===== config.mk =====
export PLATFORM = sky130hd
export DESIGN_NAME = fpu_compare_sequencer
export DESIGN_NICKNAME = d
export VERILOG_FILES = /design/src/rtl/fpu_compare_sequencer.sv
export SDC_FILE = /design/constraint.sdc
export NUM_CORES = 1
export LEC_CHECK = 0
export CAP_MARGIN = 10
export CORE_MARGIN = 5
export CORE_UTILIZATION = 42
export CTS_BUF_LIST = sky130_fd_sc_hd__clkbuf_4 sky130_fd_sc_hd__clkbuf_8
export CTS_CLUSTER_SIZE = 40
export DETAILED_ROUTE_END_ITERATION = 8
export PLACE_DENSITY = 0.83
export SYNTH_ARGS = -nofsm -noshare
export SYNTH_HDL_FRONTEND = slang
export SYNTH_SLANG_ARGS = --single-unit

===== constraint.sdc =====
create_clock -name clk -period 2.6 [get_ports clk]
set_clock_uncertainty 0.2 [all_clocks]
set_input_delay 0.52 -clock clk [delete_from_list [all_inputs] [get_ports clk]]
set_output_delay 0.52 -clock clk [all_outputs]
set_load 0.02 [all_outputs]

===== src/rtl/fpu_compare_sequencer.sv =====
// fpu_compare_sequencer
// Drives the shared arithmetic unit for the FCOM/FCOMP/FCOMPP/FUCOM family.
// NaN operands are resolved locally. Ordered operands go to the unit as a
// SUB, and its compare flags are mapped onto C3/C2/C0. Any stack pops are
// then issued, and the result is presented to the core in a single done cycle.
//
// Optional feature: define FPU_CMP_TIMEOUT_EN to add a WAIT-state watchdog
// that forces an unordered/invalid result after TIMEOUT_CYCLES cycles.
module fpu_compare_sequencer #(
    parameter int unsigned TIMEOUT_CYCLES = 64
) (
    input  logic        clk,
    input  logic        reset_n,
    input  logic        start,
    input  logic [1:0]  pop_count,
    input  logic        unordered_ok,
    input  logic [79:0] operand_a,
    input  logic [79:0] operand_b,
    output logic        busy,
    output logic        done,
    output logic        arith_enable,
    output logic [3:0]  arith_operation,
    output logic [79:0] arith_operand_a,
    output logic [79:0] arith_operand_b,
    input  logic        arith_done,
    input  logic        arith_cc_equal,
    input  logic        arith_cc_less,
    input  logic        arith_cc_greater,
    input  logic        arith_cc_unordered,
    output logic        cc_c3,
    output logic        cc_c2,
    output logic        cc_c1,
    output logic        cc_c0,
    output logic        invalid,
    output logic        pop_req
);

    typedef enum logic [2:0] {
        S_IDLE  = 3'd0,
        S_CHECK = 3'd1,
        S_ISSUE = 3'd2,
        S_WAIT  = 3'd3,
        S_POP   = 3'd4,
        S_DONE  = 3'd5
    } state_e;

    localparam logic [3:0] OP_SUB = 4'd1;

    state_e      state_q, state_d;

    // Latched command
    logic [79:0] opa_q, opa_d;
    logic [79:0] opb_q, opb_d;
    logic [1:0]  pops_q, pops_d;
    logic        uok_q, uok_d;

    // Result staged until the done cycle
    logic        res_c3_q, res_c3_d;
    logic        res_c2_q, res_c2_d;
    logic        res_c0_q, res_c0_d;
    logic        res_inv_q, res_inv_d;

    // Architecturally visible condition codes; change only on entry to DONE
    logic        cc_c3_q, cc_c2_q, cc_c0_q, inv_q;

    // Operand classification on the latched values
    logic        nan_a, nan_b, snan_a, snan_b, nan_any, snan_any;
    logic [1:0]  flag_cnt;
    logic        flags_ok;
    logic        resp_evt;
    logic        tmo_hit;

    // Extended real: sign[79], exponent[78:64], explicit integer bit[63],
    // fraction[62:0]. The quiet bit is bit 62.
    assign nan_a    = (opa_q[78:64] == 15'h7FFF) && (opa_q[62:0] != 63'd0);
    assign nan_b    = (opb_q[78:64] == 15'h7FFF) && (opb_q[62:0] != 63'd0);
    assign snan_a   = nan_a && !opa_q[62];
    assign snan_b   = nan_b && !opb_q[62];
    assign nan_any  = nan_a || nan_b;
    assign snan_any = snan_a || snan_b;

    // A well-formed answer from the unit has exactly one ordering flag set
    // and no unordered indication.
    assign flag_cnt = {1'b0, arith_cc_equal} + {1'b0, arith_cc_less} + {1'b0, arith_cc_greater};
    assign flags_ok = !arith_cc_unordered && (flag_cnt == 2'd1);

    // Illegal watchdog limits leave this marker block in the elaborated hierarchy.
    if (TIMEOUT_CYCLES < 2 || TIMEOUT_CYCLES > 255) begin : g_timeout_cycles_illegal
    end

`ifdef FPU_CMP_TIMEOUT_EN
    localparam logic [7:0] TMO_LAST = 8'(TIMEOUT_CYCLES - 1);

    logic [7:0] tmo_q, tmo_d;

    // The counter runs only while waiting on the unit and restarts on every
    // entry to WAIT.
    always_comb begin
        tmo_d = 8'd0;
        if (state_q == S_WAIT) tmo_d = tmo_q + 8'd1;
    end

    // Watchdog counter register
    always_ff @(posedge clk or negedge reset_n) begin
        if (!reset_n) tmo_q <= 8'd0;
        else          tmo_q <= tmo_d;
    end

    // A strobe that arrives in the final WAIT cycle still takes priority.
    assign tmo_hit = (state_q == S_WAIT) && !arith_done && (tmo_q == TMO_LAST);
`else
    assign tmo_hit = 1'b0;
`endif

    // The arithmetic unit answered, or the watchdog gave up on it.
    assign resp_evt = (state_q == S_WAIT) && (arith_done || tmo_hit);

    // State register
    always_ff @(posedge clk or negedge reset_n) begin
        if (!reset_n) state_q <= S_IDLE;
        else          state_q <= state_d;
    end

    // Next-state logic
    always_comb begin
        state_d = state_q;
        case (state_q)
            S_IDLE:  if (start) state_d = S_CHECK;
            S_CHECK: begin
                if (nan_any) state_d = (pops_q != 2'd0) ? S_POP : S_DONE;
                else         state_d = S_ISSUE;
            end
            S_ISSUE: state_d = S_WAIT;
            S_WAIT:  if (resp_evt) state_d = (pops_q != 2'd0) ? S_POP : S_DONE;
            S_POP:   if (pops_q == 2'd1) state_d = S_DONE;
            S_DONE:  state_d = S_IDLE;
            default: state_d = S_IDLE;
        endcase
    end

    // Output decode from the current state
    always_comb begin
        busy         = (state_q != S_IDLE);
        done         = (state_q == S_DONE);
        arith_enable = (state_q == S_ISSUE);
        pop_req      = (state_q == S_POP);
    end

    // Command latch, pop countdown and result staging
    always_comb begin
        opa_d     = opa_q;
        opb_d     = opb_q;
        pops_d    = pops_q;
        uok_d     = uok_q;
        res_c3_d  = res_c3_q;
        res_c2_d  = res_c2_q;
        res_c0_d  = res_c0_q;
        res_inv_d = res_inv_q;

        if (state_q == S_IDLE && start) begin
            opa_d  = operand_a;
            opb_d  = operand_b;
            uok_d  = unordered_ok;
            // FCOMPP encoding 3 behaves like 2.
            pops_d = (pop_count == 2'd3) ? 2'd2 : pop_count;
        end

        if (state_q == S_POP) pops_d = pops_q - 2'd1;

        if (state_q == S_CHECK && nan_any) begin
            res_c3_d  = 1'b1;
            res_c2_d  = 1'b1;
            res_c0_d  = 1'b1;
            // FUCOM tolerates quiet NaNs; signalling NaNs are always invalid.
            res_inv_d = snan_any || !uok_q;
        end

        if (resp_evt) begin
            if (arith_done && flags_ok) begin
                res_c3_d  = arith_cc_equal;
                res_c2_d  = 1'b0;
                res_c0_d  = arith_cc_less;
                res_inv_d = 1'b0;
            end else begin
                res_c3_d  = 1'b1;
                res_c2_d  = 1'b1;
                res_c0_d  = 1'b1;
                res_inv_d = 1'b1;
            end
        end
    end

    // Datapath registers; visible flags load on the edge that enters DONE so
    // they change together with the done pulse.
    always_ff @(posedge clk or negedge reset_n) begin
        if (!reset_n) begin
            opa_q     <= 80'd0;
            opb_q     <= 80'd0;
            pops_q    <= 2'd0;
            uok_q     <= 1'b0;
            res_c3_q  <= 1'b0;
            res_c2_q  <= 1'b0;
            res_c0_q  <= 1'b0;
            res_inv_q <= 1'b0;
            cc_c3_q   <= 1'b0;
            cc_c2_q   <= 1'b0;
            cc_c0_q   <= 1'b0;
            inv_q     <= 1'b0;
        end else begin
            opa_q     <= opa_d;
            opb_q     <= opb_d;
            pops_q    <= pops_d;
            uok_q     <= uok_d;
            res_c3_q  <= res_c3_d;
            res_c2_q  <= res_c2_d;
            res_c0_q  <= res_c0_d;
            res_inv_q <= res_inv_d;
            if (state_d == S_DONE) begin
                cc_c3_q <= res_c3_d;
                cc_c2_q <= res_c2_d;
                cc_c0_q <= res_c0_d;
                inv_q   <= res_inv_d;
            end
        end
    end

    assign arith_operation = OP_SUB;
    assign arith_operand_a = opa_q;
    assign arith_operand_b = opb_q;
    assign cc_c3           = cc_c3_q;
    assign cc_c2           = cc_c2_q;
    assign cc_c1           = 1'b0;
    assign cc_c0           = cc_c0_q;
    assign invalid         = inv_q;

endmodule


==> metrics <==
Detailed Route WL 22000 microns; GRT Total Usage 22.4%; commonest register cell after synthesis dfrtp_1; FF-to-FF path depth 8; Post-synth EDFFs 0; Sw Pwr 5.78 mW; post-route cell area 11400 sq um; top-area cell type share of the netlist area 61.8%; top cells by area, synth dfrtp_1 62%, mux2_2 26%, nor4_1 2.8%; # setup viols final 0; DP Worst Slack -0.263 ns; CP Capture Type register; Die Span X 139 microns; max_cap viols 0; clock power share 12.8%; Finished Core Util 68.9%; TritonCTS Sinks 174; GPL Wtd Cong 0.832; Final nets 1007; Top delay family on crit path simple AND/OR/NAND/NOR gates; DRT Pass-1 Iters 4; count of cell types in the netlist 38; sw frac 38.6%; Worst R2R Start arith_operand_a[15]; critical path's slowest cell dfrtp_1; Hold WC Path Type reg -> reg; Ys Warns 0; post-route ant nets 0; root buffer cell clkbuf_8; unrepaired setup endpoints after global routing true; share of cells above drive strength 1 29.1%; final worst-path cycle share 96.6%; total die area 19500 sq um; critical path depth 8; worst r2r dst cc_c0; critical-path cell list nor4_2, nand4_1, buf_4, nor4_2, buf_4, o22ai_4, o221ai_4, mux2_2; sequential element share of the synthesized area 61.8%; Mapped Area 7040 sq um; PwrDens 1320 nW/um^2; Startpoint Class register; grt total ovfl 0; Rows 47; Skew-Pair Late Insertion Delay 0.45 ns; Reg clk slew, reported paths 0.09 ns; Crit Path Max Fanout 6; Async SR Flop Fraction 100%; DRT iter0 DRCs 174; #FFs+latches synth 174; peak supply drop 0.857 mV; fin. max-slew vios 0; hold path depth 1; Starting Density 42.6%; clock tree buffer depth 2; Commonest cells post-synth 174 x dfrtp_1, 165 x mux2_2, 31 x nor4_1, 14 x nand4_1, 12 x clkbuf_1; Die Y 139 microns; Worst Max-Slew Pin Slew 0.519 ns; status complete, no violations; Final Critical Period 2.51 ns; DR WL/cell 20.6 microns; Leakage 4.55 nW; Area after DPL 10800 sq um; synthesis-to-layout area growth 61.6%; CTS tree yes; io pins 344; Detailed Place HPWL 16900 microns; area of the core 16500 sq um; vias 5402; Slew HR 65.4%; Inserted Diodes 0; synthesized area per cell 14.9 sq um; power share of the combinational group 51.6%; crit path buf inv count 2; post-synth top area cell dfrtp_1; register share of total power 35.6%; hold endpoint arith_operand_a[63]; drc violations 0; vias in the first global route 6056; vias per std cell 5.07; critical hold path startpoint arith_operand_a[63]; top-count cell post-synth dfrtp_1; CTS buffer count 17; Power Internal 9.21 mW; Crit path required time 2.73 ns; Setup CP Type reg -> reg; arrival time worst endpoint 2.64 ns; largest net degree at the start of global routing 94; initial antenna violation count 0; H-tree Lvls 4; Post-Route Setup TNS 0 ns; cells after synthesis 473; PnR worst setup slack 0.0891 ns; f_max 0.398 GHz; reg2reg setup slack 0.09 ns; Final Hold Viols 0; crit-path max cell delay 0.41 ns; port bufs 338; global-route wire length before repair 34100 microns
sequential cells by signal, summed over array words and instances (netlist names), 2 cells and up:
name,flops
arith_operand_a,80
arith_operand_b,80
state_q,3
pops_q,2
kinds of logic after synthesis:
group                    Yosys count  synth area share, %
multiplexers                     165                 26.4
buffers and inverters             31                 2.03
adder cells (fa/ha/maj)            3                0.639
AO/OA/AOI/OAI                     18                 2.26
AND/OR/NAND/NOR                   80                 6.77
other                              2                0.107
flip-flops                       174                 61.8
layout make-up:
| cell class | count | area (sq um) |
|---|---|---|
| fillers | 1174 | 5140 |
| flip-flops and latches | 174 | 4350 |
| repair buffers | 361 | 3610 |
| multi-input cells | 271 | 2710 |
| clock buffers | 20 | 275 |
| well taps | 220 | 275 |
| clock inverters | 12 | 136 |
| inverters | 8 | 30.0 |
per-layer routing:
layer  wire length, microns  track usage [%]  part of all wire, %  vias to the layer above
met5                      0                0                    0                        -
met4                    444             7.36                  2.0                        0
met3                   1880             8.75                  8.6                       30
met2                  11700             39.9                   53                      229
met1                   7900             24.3                   36                     2685
li1                       -                -                    -                     2458
worst max path at each step:
stage	slack (ns)	end	from
detailed placement	-0.26	cc_c0	arith_cc_equal
floorplan	0.25	cc_c0	arith_operand_b[38]
global route	-0.08	cc_c3	arith_operand_b[31]
global placement	-0.16	cc_c3	arith_cc_equal
CTS	0.02	busy	state_q[0]
finish	0.09	cc_c0	arith_operand_a[15]
stage by stage:
step	std cells	hold slack [ns]	power (mW)
floorplan	476	0.0244	9.02
global placement	1030	0.250	12.8
detailed placement	1030	0.255	13.0
CTS	1064	0.311	15.0
global route	1066	0.341	15.8
finish	1066	0.312	15.0
cells in the final DEF (no fill, tap or decap), drive strengths merged, types with 2 or more instances in the layout:
master	synthesis	routed
mux2	165	165
dfrtp	174	174
o221ai	2	2
bufinv	0	2
o21ai	3	3
nor4	34	34
nor2	9	9
nand2b	2	2
conb	2	5
dlygate4sd2	0	3
nand3b	2	2
nand4	14	14
nand2	9	9
clkbuf	12	20
clkinv	0	6
o31a	2	2
clkinvlp	0	3
nor3	3	3
inv	8	9
clkdlybuf4s50	0	334
ha	2	2
nand3	4	4
o32a	2	2
buf	11	23
power groups by stage:
stage	Clock (mW)	Sequential, mW	Combinational [mW]
3_3_place_gp	0	5.17	7.59
4_1_cts	1.98	5.25	7.78
3_5_place_dp	0	5.29	7.73
2_1_floorplan	0	6.70	2.32
5_1_grt	2.10	5.55	8.14
6_report	1.91	5.34	7.74
what timing repair did:
item | 4_1_cts | 5_1_grt
gates resized for setup | 6 | 19
buffers inserted | 1 | 2
pin swaps | 1 | 9
endpoints found under the hold margin | 36 | 0
hold buffers | 1 | 0
setup endpoints to repair | 7 | 6
No activity file was read; power rests on OpenSTA's default activity.
